### src/rtl/rr_arbiter_8_pkg.sv
// rtl/rr_arbiter_8_pkg.sv - shared constants and types for the 8-way round-robin arbiter
package rr_arbiter_8_pkg;

   localparam int N_REQ = 8;

   typedef enum logic {
      ST_IDLE  = 1'b0,
      ST_GRANT = 1'b1
   } state_t;

   // Expand a requester index into its one-hot grant vector.
   function automatic logic [N_REQ-1:0] idx_to_onehot(input logic [2:0] idx);
      logic [N_REQ-1:0] v;
      v      = '0;
      v[idx] = 1'b1;
      return v;
   endfunction

endpackage

### src/rtl/rr_arbiter_8_pick.sv
// rtl/rr_arbiter_8_pick.sv - rotating first-set-bit search starting just after the pointer
module rr_pick_8
   import rr_arbiter_8_pkg::*;
(
   input  logic [N_REQ-1:0] cand_i,
   input  logic [2:0]       ptr_i,
   output logic [2:0]       win_o,
   output logic             found_o
);

   logic [2:0]       start;
   logic [N_REQ-1:0] rot;
   logic [2:0]       off;

   // Search begins one past the last owner; 3-bit arithmetic gives the 7->0 wrap.
   assign start = ptr_i + 3'd1;

   // Rotate so that bit 0 of rot is the first candidate to be checked.
   always_comb begin
      rot = '0;
      for (int k = 0; k < N_REQ; k++) begin
         rot[k] = cand_i[start + 3'(k)];
      end
   end

   // Fixed-priority encode: lowest set bit of the rotated vector wins.
   always_comb begin
      off = '0;
      for (int k = N_REQ - 1; k >= 0; k--) begin
         if (rot[k]) begin
            off = 3'(k);
         end
      end
   end

   assign win_o   = start + off;
   assign found_o = |cand_i;

endmodule

### src/rtl/rr_arbiter_8.sv
// rtl/rr_arbiter_8.sv - 8-requester round-robin arbiter with hold timeout and done pulse
module rr_arbiter_8
   import rr_arbiter_8_pkg::*;
#(
   parameter int MAX_HOLD = 16,
   parameter int CNT_W    = 5
)
(
   input  logic             CLK,
   input  logic             RST,
   input  logic             EN,
   input  logic [N_REQ-1:0] Req,
   output logic [N_REQ-1:0] Grant,
   output logic [2:0]       Y,
   output logic             Valid,
   output logic             Done
);

   localparam bit              TIMEOUT_EN = (MAX_HOLD != 0);
   localparam logic [CNT_W-1:0] HOLD_LAST = CNT_W'(MAX_HOLD - 1);

   state_t           state_q, state_d;
   logic [N_REQ-1:0] grant_q, grant_d;
   logic [2:0]       y_q, y_d;
   logic             valid_q, valid_d;
   logic             done_q, done_d;
   logic [2:0]       ptr_q, ptr_d;
   logic [CNT_W-1:0] cnt_q, cnt_d;

   logic [N_REQ-1:0] others;
   logic [N_REQ-1:0] cand;
   logic [2:0]       win;
   logic             found;
   logic             rel;
   logic             preempt;

   // Candidates: in IDLE the full request vector, while granted everyone but the owner.
   always_comb begin
      others  = Req & ~idx_to_onehot(y_q);
      cand    = (state_q == ST_IDLE) ? Req : others;
      rel     = ~Req[y_q];
      preempt = TIMEOUT_EN && (cnt_q == HOLD_LAST) && (|others);
   end

   rr_pick_8 u_pick (
      .cand_i  (cand),
      .ptr_i   (ptr_q),
      .win_o   (win),
      .found_o (found)
   );

   // Next-state and output decode: grant, hold, handoff, release or revoke.
   always_comb begin
      state_d = state_q;
      grant_d = grant_q;
      y_d     = y_q;
      valid_d = valid_q;
      done_d  = 1'b0;
      ptr_d   = ptr_q;
      cnt_d   = cnt_q;
      case (state_q)
         ST_IDLE: begin
            if (EN && found) begin
               state_d = ST_GRANT;
               grant_d = idx_to_onehot(win);
               y_d     = win;
               valid_d = 1'b1;
               ptr_d   = win;
               cnt_d   = '0;
            end
         end
         ST_GRANT: begin
            if (!EN) begin
               // Revoke wins over release: no handoff, single done pulse.
               state_d = ST_IDLE;
               grant_d = '0;
               valid_d = 1'b0;
               done_d  = 1'b1;
            end else if (rel || preempt) begin
               done_d = 1'b1;
               if (found) begin
                  grant_d = idx_to_onehot(win);
                  y_d     = win;
                  ptr_d   = win;
                  cnt_d   = '0;
               end else begin
                  state_d = ST_IDLE;
                  grant_d = '0;
                  valid_d = 1'b0;
               end
            end else if (TIMEOUT_EN && (cnt_q != HOLD_LAST)) begin
               cnt_d = cnt_q + CNT_W'(1);
            end
         end
         default: begin
            state_d = ST_IDLE;
            grant_d = '0;
            valid_d = 1'b0;
         end
      endcase
   end

   // State and output registers; reset clears everything without a done pulse.
   always_ff @(posedge CLK) begin
      if (RST) begin
         state_q <= ST_IDLE;
         grant_q <= '0;
         y_q     <= '0;
         valid_q <= 1'b0;
         done_q  <= 1'b0;
         ptr_q   <= 3'd7;
         cnt_q   <= '0;
      end else begin
         state_q <= state_d;
         grant_q <= grant_d;
         y_q     <= y_d;
         valid_q <= valid_d;
         done_q  <= done_d;
         ptr_q   <= ptr_d;
         cnt_q   <= cnt_d;
      end
   end

   assign Grant = grant_q;
   assign Y     = y_q;
   assign Valid = valid_q;
   assign Done  = done_q;

endmodule

### config.mk
export PLATFORM = sky130hd
export DESIGN_NAME = rr_arbiter_8
export DESIGN_NICKNAME = d
export VERILOG_FILES = /design/src/rtl/rr_arbiter_8_pkg.sv /design/src/rtl/rr_arbiter_8_pick.sv /design/src/rtl/rr_arbiter_8.sv
export SDC_FILE = /design/constraint.sdc
export NUM_CORES = 1
export LEC_CHECK = 0
export ABC_AREA = 1
export CAP_MARGIN = 10
export CORE_MARGIN = 5
export CORE_UTILIZATION = 35
export CTS_CLUSTER_SIZE = 16
export DETAILED_ROUTE_END_ITERATION = 8
export SETUP_SLACK_MARGIN = 0.5
export SYNTH_ARGS = -nofsm -noshare
export SYNTH_HDL_FRONTEND = slang
export SYNTH_HIERARCHICAL = 1
export SYNTH_SLANG_ARGS = --single-unit
### constraint.sdc
create_clock -name CLK -period 4.6 [get_ports CLK]
set_input_delay 0.92 -clock CLK [delete_from_list [all_inputs] [get_ports CLK]]
set_output_delay 0.92 -clock CLK [all_outputs]
set_load 0.01 [all_outputs]
# [After elaboration in Yosys (flattened, before gate mapping)]
# Index checks and enable logic that the tools add are counted.
[op_classes] n_addsub=10 n_lt_le_gt_ge=12 eq_ne=10 mux=59 bitwise=4 n_reduce_logical=12
[op_table] operator="3-bit by 4-bit less-than comparator with 1-bit output, second input constant" n=10
[op_table] operator="8-bit 2-to-1 mux" n=5
[op_table] operator="3-bit 2-to-1 mux" n=12
[op_table] operator="1-bit binary-select mux with 3-bit select" n=9
[op_table] operator="5-bit 2-to-1 mux" n=5
[op_table] operator="1-bit 2-to-1 mux" n=21
[op_table] operator="8-bit case mux with 2 select lines" n=1
[op_table] operator="8-bit OR reduction" n=2
[op_table] operator="3-bit adder, second input constant" n=4
[op_table] operator="5-bit case mux with 2 select lines" n=1
[op_table] operator="8-bit bitwise AND" n=1
[op_table] operator="8-bit inverter" n=1
[op_table] operator="4-bit AND reduction" n=2
[op_table] operator="3-bit by 1-bit adder with 3-bit output, second input constant" n=2
[op_table] operator="3-bit by 2-bit adder with 3-bit output, second input constant" n=2
[op_table] operator="1-bit demux with 3-bit select" n=2
[op_table] operator="3-bit by 1-bit greater-or-equal comparator with 1-bit output, second input constant" n=2
[op_table] operator="2-bit by 1-bit != test with 1-bit output, second input constant" n=3
[op_table] operator="3-bit != test, second input constant" n=2
[op_table] operator="3-bit case mux with 2 select lines" n=1
[op_table] operator="5-bit by 1-bit adder with 5-bit output, second input constant" n=1
[op_table] operator="5-bit by 4-bit equality test with 1-bit output, second input constant" n=1
[op_table] operator="5-bit by 4-bit != test with 1-bit output, second input constant" n=1
[op_table] operator="1-bit logical AND" n=4
[op_table] operator="10 further kinds" n=12
[word_totals] reg_bits=22 out_inout_bits=13 word_cells=114

# [Depth between registers and ports, before layout]
[logic_depth] depth_word=26 mapped_depth=29

# [Modules after synthesis]
# Netlist, hierarchy kept.
[modules_own_cells] mod="rr_arbiter_8" instances=1 cells_per_inst=203 area_each_um2=1342.5
[modules_own_cells] mod="rr_pick_8" instances=1 cells_per_inst=140 area_each_um2=723.2

# [Worst setup path after synthesis]
# Ideal clock, no wire load.
[synth_timing] path_type="in2reg" start="input port Req[3]" end="register grant_q[5] (netlist: Grant[5])" arrival_ps=3527 required_ps=4530 slack_ps=1003 stages=25 n_path_buf=0 cell_sequence="inv_1 -> o21ai_0 -> inv_1 -> nand2_2 -> nand2_1 -> nand2_1 -> nand3_1 -> nand2_1 -> nand2_1 -> nand2_1 -> nand2_1 -> nand2_1 -> nand2_1 -> a21oi_2 -> ha_1 -> inv_1 -> fa_1 -> xnor2_1 -> nand3b_1 -> nand2_1 -> inv_1 -> inv_1 -> nor4_1 -> nand3_1 -> a21oi_1"
[synth_between] elab_chain_cells=21 word_cells_on_any_way=48 cone_classes="1 x add/sub; 2 x order compare; 2 x eq/ne; 34 x mux; 2 x bitwise; 7 x reduce/logical"
[synth_rtl] item="start, declared" line_no="rr_arbiter_8.sv:12" rtl="input logic [N_REQ-1:0] Req,"
[synth_rtl] item="8-bit bitwise AND" line_no="rr_arbiter_8.sv:39" rtl="others = Req & ~idx_to_onehot(y_q);"
[synth_rtl] item="8-bit 2-to-1 mux (*)" line_no="rr_arbiter_8.sv:40" rtl="cand = (state_q == ST_IDLE) ? Req : others;"
[synth_rtl] item="named net cand[3]" line_no="rr_arbiter_8.sv:31" rtl="logic [N_REQ-1:0] cand;"
[synth_rtl] item="1-bit binary-select mux with 3-bit select" line_no="rr_arbiter_8_pick.sv:22" rtl="rot[k] = cand_i[start + 3'(k)];"
[synth_rtl] item="1-bit 2-to-1 mux (implied by the code)" line_no="rr_arbiter_8_pick.sv:22"
[synth_rtl] item="3-bit 2-to-1 mux (8 in series)" line_no="rr_arbiter_8_pick.sv:30" rtl="if (rot[k]) begin"
[synth_rtl] item="3-bit adder" line_no="rr_arbiter_8_pick.sv:36" rtl="assign win_o = start + off;"
[synth_rtl] item="3-bit by 4-bit less-than comparator with 1-bit output (implied by the code) or 3-bit by 1-bit greater-or-equal comparator with 1-bit output (tied branches)" line_no="rr_arbiter_8_pkg.sv:15" rtl="v[idx] = 1'b1;"
[synth_rtl] item="1-bit logical AND (implied by the code)" line_no="rr_arbiter_8_pkg.sv:15"
[synth_rtl] item="1-bit 2-to-1 mux (implied by the code)" line_no="rr_arbiter_8_pkg.sv:15"
[synth_rtl] item="1-bit demux with 3-bit select" line_no="rr_arbiter_8_pkg.sv:15"
[synth_rtl] item="8-bit 2-to-1 mux" line_no="rr_arbiter_8.sv:81" rtl="if (found) begin"
[synth_rtl] item="8-bit 2-to-1 mux" line_no="rr_arbiter_8.sv:79" rtl="end else if (rel || preempt) begin"
[synth_rtl] item="8-bit 2-to-1 mux" line_no="rr_arbiter_8.sv:73" rtl="if (!EN) begin"
[synth_rtl] item="8-bit case mux with 2 select lines" line_no="rr_arbiter_8.sv:61" rtl="case (state_q)"
[synth_rtl] item="end signal, assigned" line_no="rr_arbiter_8.sv:115" rtl="grant_q <= grant_d;"
[synth_rtl] item="end, declared" line_no="rr_arbiter_8.sv:23" rtl="logic [N_REQ-1:0] grant_q, grant_d;"
# The timed path passes the listed nets; every way through them passes the cells marked *. The select of a mux whose other input is x is not followed.
# A chain may end at the register's enable or synchronous reset.

# [Final worst setup path]
[layout_timing] start="input port Req[1]" end="register grant_q[2] (netlist: Grant[2])"
# Same word-level chain as after synthesis.

==> flow_summary.json <==
{
  "rsz0062_at_grt": "yes",
  "synth_ff_type": "dfxtp_1",
  "clkSlewWorstSetupHoldPaths_ns": 0.07,
  "cp_data_arrival_time_ns": 4.05,
  "yosys_register_bits": 22,
  "critPathSlowestCell": "clkdlybuf4s50_1",
  "skew_ns": 0.00327,
  "crit_buf_inv": 6,
  "crit_type": "input pin to register",
  "final_common_cell": "nand2_1",
  "grt-ovfl-total": 0,
  "dp_hpwl_um": 3690,
  "layout-drive-gt1-share_pct": 22.2,
  "syn_inst": 343,
  "clockRootBuffer": "clkbuf_8",
  "tns_ns": 0,
  "cts-htree-levels": 1,
  "cp-start-kind": "input pin",
  "first_iter_violations": 89,
  "async_reset_ff_share_pct": 0,
  "fin_util_pct": 43.4,
  "insertion_delay_ns": 0.25,
  "cp-end-kind": "register",
  "io_buffers": 23,
  "ys_types": 34,
  "syn_area_um2": 2070,
  "synth_nets": 360,
  "holdBufCountCts": 0,
  "grt_pass1_wl_um": 8520,
  "crit_family": "simple AND/OR/NAND/NOR gates",
  "die_area_um2": 7540,
  "powerDensity_nw_per_um2": 772,
  "cpPeakStageDelay_ns": 0.43,
  "layout.nets": 388,
  "syn_avg_cell_area_um2": 6.02,
  "routedWlPerCell_um": 11.0,
  "mostFrequentLayoutCells": "nand2_1, nand3_1, inv_1, nand2_2",
  "antenna_left": 0,
  "fin_crit_sh_pct": 83.9,
  "die_h_um": 86.8,
  "drc_errors": 0,
  "cts_tree": "done",
  "synth-edff-count": 0,
  "numCtsBuffers": 3,
  "p_leak_nw": 1.23,
  "areaGrowthSynthToFinish_pct": 22.2,
  "fin_crit_ns": 3.86,
  "viasPerCell": 4.82,
  "slew_headroom_pct": 53.3,
  "setup_viol": 0,
  "gp_congestion": 0.824,
  "peakVddDrop_mv": 0.429,
  "grt_pass1_vias": 1996,
  "max_freq_mhz": 259,
  "drtPass1Iterations": 4,
  "io_pins": 24,
  "path_max_fanout": 5,
  "ys_warn_count": 6,
  "core_area_um2": 5820,
  "hold_viol": 0,
  "via_count": 2138,
  "totalWireLength_um": 4870,
  "grt_start_max_net_pins": 17,
  "cts_buffer_depth": 2,
  "final_max_slew_viol_count": 0,
  "die_width_um": 86.8,
  "ys_seq_area_share_pct": 21.3,
  "cts_num_sinks": 22,
  "required_ns": 4.78,
  "start_util_pct": 35.5,
  "grt_usage_pct": 13.4,
  "hp-class": "register to register",
  "tightest_slew_ns": 0.698,
  "crit_top_cell": "nand2_1",
  "status": "completed",
  "cap_violations": 0,
  "antenna-diode-count": 0,
  "antenna_found_initial": 0,
  "num_rows": 28
}
synth_stat cells, drive strengths merged, types with 2 or more instances:
master	instances	area [µm²]
a21oi	20	108
buf	8	83.8
clkbuf	3	11.3
nor3	4	20.0
dfxtp	22	440
nand2	148	642
o21ai	14	77.6
ha	5	62.6
xor2	2	17.5
nand3	43	238
nor2	16	70.1
nor4	6	37.5
inv	40	155
nand4	6	43.8
where the power goes:
group | internal [W] | switching, W | leakage (nW) | total [W]
clock | 0.0000583 | 0.0000571 | 0.0216 | 0.000115
combinational | 0.000580 | 0.000944 | 1.03 | 0.00152
sequential | 0.000246 | 0.0000635 | 0.181 | 0.000310
tightest hold or removal path, stage by stage (launching register included):
cell	delay, ns
dfxtp_1	0.31
nand2_1	0.07
a21oi_2	0.05
cells by family after synthesis:
group / after synthesis / share of synthesized area (%)
compound gates: 35 / 9.33
simple gates: 225 / 51.5
flops: 22 / 21.3
xor+xnor: 3 / 1.27
fa+ha+maj: 6 / 4.00
buf+inv: 52 / 12.5
flip-flops by register name, summed over array words and instances (netlist names):
| signal | count |
|---|---|
| Y | 3 |
| Grant | 8 |
| ptr_q | 3 |
| Done | 1 |
| state_q | 1 |
| Valid | 1 |
| cnt_q | 5 |
path summary, 6_finish.rpt:
kind                  from  endpoint  cells after the start  slack [ns]
hold reg to reg   Grant[2]  Grant[2]                      2        0.47
setup reg to reg  ptr_q[0]  Grant[2]                     27        1.03
setup / recovery    Req[1]  Grant[2]                     28        0.74
hold / removal    Grant[2]  Grant[2]                      2        0.47
final cells by class:
class,count,area (µm²)
Multi-Input combinational cell,269,1470
Tap cell,75,93.8
Sequential cell,22,440
Inverter,41,164
Clock buffer,3,41.3
Timing Repair Buffer,34,315
Fill cell,648,3290
layer usage:
metal	GRT usage [%]	part of all wire [%]
met5	0	0
met4	3.26	0.47
met3	0.951	1.8
met2	22.5	48
met1	18.6	50
repair_timing:
item | 4_1_cts | 5_1_grt
endpoints found under the hold margin | 0 | 0
endpoints found under the setup margin | 7 | 9
pin swaps | 0 | 13
setup buffers | 0 | 4
gates resized for setup | 4 | 33
per-stage QoR:
step / std cells / instance area [µm²] / hold slack, ns / worst slack (ns) / power [W]
after global placement: 437 / 2350 / 0.455 / 0.126 / 0.00166
after floorplan: 343 / 2070 / 0.452 / 1.00 / 0.00141
after global routing: 444 / 2520 / 0.498 / 0.447 / 0.00217
final: 444 / 2520 / 0.470 / 0.739 / 0.00195
after detailed placement: 437 / 2350 / 0.455 / 0.0919 / 0.00167
after CTS: 440 / 2390 / 0.469 / 0.503 / 0.00179
(Power assumes the default switching activity.)
==> RTL change: new RTL, config.mk and constraints unchanged <==
Set the parameter `CNT_W` to 6 (it was 5).
--- a/src/rtl/rr_arbiter_8.sv
+++ b/src/rtl/rr_arbiter_8.sv
@@ -4,5 +4,5 @@
 #(
    parameter int MAX_HOLD = 16,
-   parameter int CNT_W    = 5
+   parameter int CNT_W    = 6
 )
 (
Formal check against the unedited RTL: no difference found for any inputs over 4 cycles, from zero or initial values and one cycle with RST high; that may be too few to reach the edited logic, so the function may still have changed.
==> RTL change against the unedited design <==
Synthesized cell count increased by 2.3%. Cell area increased by 2.6%. Critical path depth decreased by 2. Sequential power increased by 6%. Combinational power increased by 3%. First-iteration DRC count increased by 19%. Sequential cell count increased by 1. Area after synthesis increased by 8.7%. Total power increased by 3.2%. Fmax increased by 0.38%. Routed wire length increased by 4.4%. Worst setup slack improved by 0.015 ns. Clock skew decreased by 0.0019 ns. Cell count increased by 0.90%.
==> RTL change: results (changes against the unedited design) <==
| Metric | Value |
|---|---|
| Mapped Nets | 367 (+1.9%) |
| Placed Instances | 443 (+1.4%) |
| Drt first pass iters | 4 (unchanged) |
| WHS Endpoint | Grant[1] |
| Clock Skews | 0.001381 ns (-0.001884 ns) |
| Hold path start | Grant[1] |
| Gr usage total | 0.1201 (-0.01386) |
| DR vias | 2175 (+1.7%) |
| Pin slew with the least headroom to its limit | 0.7490 ns (+0.05074 ns) |
| Vias in the first global route | 1916 (-4.0%) |
| Worst vdd ir | 0.0005380 V (+25%) |
| First-pass GRT wire length | 8638 um (+1.4%) |
| Seq/Total Area, Yosys | 0.2051 (-0.008076) |
| Synth cell types | 36 (+5.9%) |
| Status | complete, no violations |
| Clock Pin Slew Worst Setup and Hold Paths | around 0.080 ns |
| Gp weighted congestion | 0.7888 (-4.3%) |
| Layout fillers | 667 (+2.9%) |
| Pre-CTS setup slack | 0.1416 ns (+0.04974 ns) |
| Initial detailed-routing violation count | 106 (+19%) |
| Synth top cells by count | 111 x nand2_1, 40 x nand3_1, 31 x nand2_2 |
| Port Buffers | 23 (unchanged) |
| LEAKAGE | 1.210 nW (-1.9%) |
| RR Endpoint | Grant[7] |
| Hold_ws | 0.4672 ns (-0.002499 ns) |
| Routed vias/inst | 4.855 (+0.82%) |
| Asr flop ratio synth | 0 (unchanged) |
| Post-detail-place hpwl | 3920 um (+6.2%) |
| Later-pin clock latency in the skew report | approximately 0.26 ns |
| Synth top area cells | dfxtp_1 21%, nand2_1 19%, nand3_1 8.9% |
| Nets | 388 (unchanged) |
| Ratio of cells with drive above 1 in the final layout | 0.2453 (+0.02306) |
| Post-Route WL | 5086 um (+4.4%) |
| Maximum fanout along the worst path | 4 (-1) |
| R2R cell count | 25 (-7.4%) |
| WP data arrival | 4.04 ns (about the same) |
| Cell count after synthesis | 351 (+2.3%) |
| Area after DPL | 2485 um^2 (+5.9%) |
| CTS root buffer | clkbuf_8 |
| # diodes | 0 (unchanged) |
## RTL change: cell count changes after synthesis, moves of 7 or more
cell     change
nand2_1     -14
a21oi_2     +12
nand2_2     +12
a21oi_1     -11
nor2_1      +11
o21ai_0      -7
## RTL change: where the power goes
group / total [W] / leakage (nW) / switching [W] / internal, W
Combinational: 0.00156 / 0.999 / 0.000972 / 0.000587
Clock: 0.000123 / 0.0228 / 0.0000616 / 0.0000617
Sequential: 0.000328 / 0.189 / 0.0000683 / 0.000260
Total: 0.00201 / 1.21 / 0.00110 / 0.000909
## RTL change: how the worst max path moves through the flow
stage,from,end,slack [ns],cells after the start
2_1_floorplan,Req[7],Grant[4],1.0,25
3_3_place_gp,Req[7],Grant[5],0.21,26
3_5_place_dp,Req[7],Grant[4],0.14,26
4_1_cts,Req[7],Grant[4],0.57,26
5_1_grt,Req[1],Grant[5],0.48,26
6_report,Req[3],Grant[7],0.75,26
## RTL change: critical path, stage by stage
cell	delay, ns
clkdlybuf4s50_1	0.51
nand2_1	0.08
nand2_1	0.14
inv_1	0.07
nand2_2	0.05
nand2_1	0.05
nand2_1	0.09
nand3_1	0.08
nand2_2	0.08
nand2_1	0.05
nand2_1	0.05
nand2_1	0.04
nand2_1	0.05
nand2_1	0.05
a21oi_2	0.11
ha_1	0.15
inv_1	0.04
fa_1	0.37
xnor2_1	0.17
nand3b_1	0.13
nand2_1	0.06
inv_2	0.08
nand2_1	0.10
nor3_1	0.21
nand3_1	0.13
a21oi_2	0.15
## RTL change: per-layer routing
layer | vias to the layer above | share of wire | wire, um | track usage
met2 | 26 | 0.50 | 2522 | 0.2073
met5 | - | 0 | 0 | 0
met4 | 0 | 0.0041 | 21 | 0.02109
li1 | 1169 | - | - | -
met1 | 978 | 0.47 | 2405 | 0.1640
met3 | 2 | 0.027 | 137 | 0.01085
## RTL change: layout make-up
class	count	area, um^2	area share
clock buffers	4	45.04	0.01739
inverters	36	145.1	0.05604
multi-input cells	280	1575	0.6082
flip-flops and latches	23	460.4	0.1778
well taps	77	96.34	0.03720
repair buffers	28	267.8	0.1034
## RTL change: repair_timing
item	4_1_cts	5_1_grt
buffers inserted	0	1
endpoints found under the setup margin	5	8
resized for setup	1	15
pin swaps	0	7
## RTL change: cells by family after synthesis
| logic type | count (synthesis) | synth area share |
|---|---|---|
| buffers and inverters | 48 | 0.1165 |
| adders and majority gates | 5 | 0.03122 |
| and+or+nand+nor | 241 | 0.5368 |
| xor gates and xnor gates | 4 | 0.01561 |
| DFF | 23 | 0.2051 |
| AOI/OAI and AO/OA | 30 | 0.09476 |
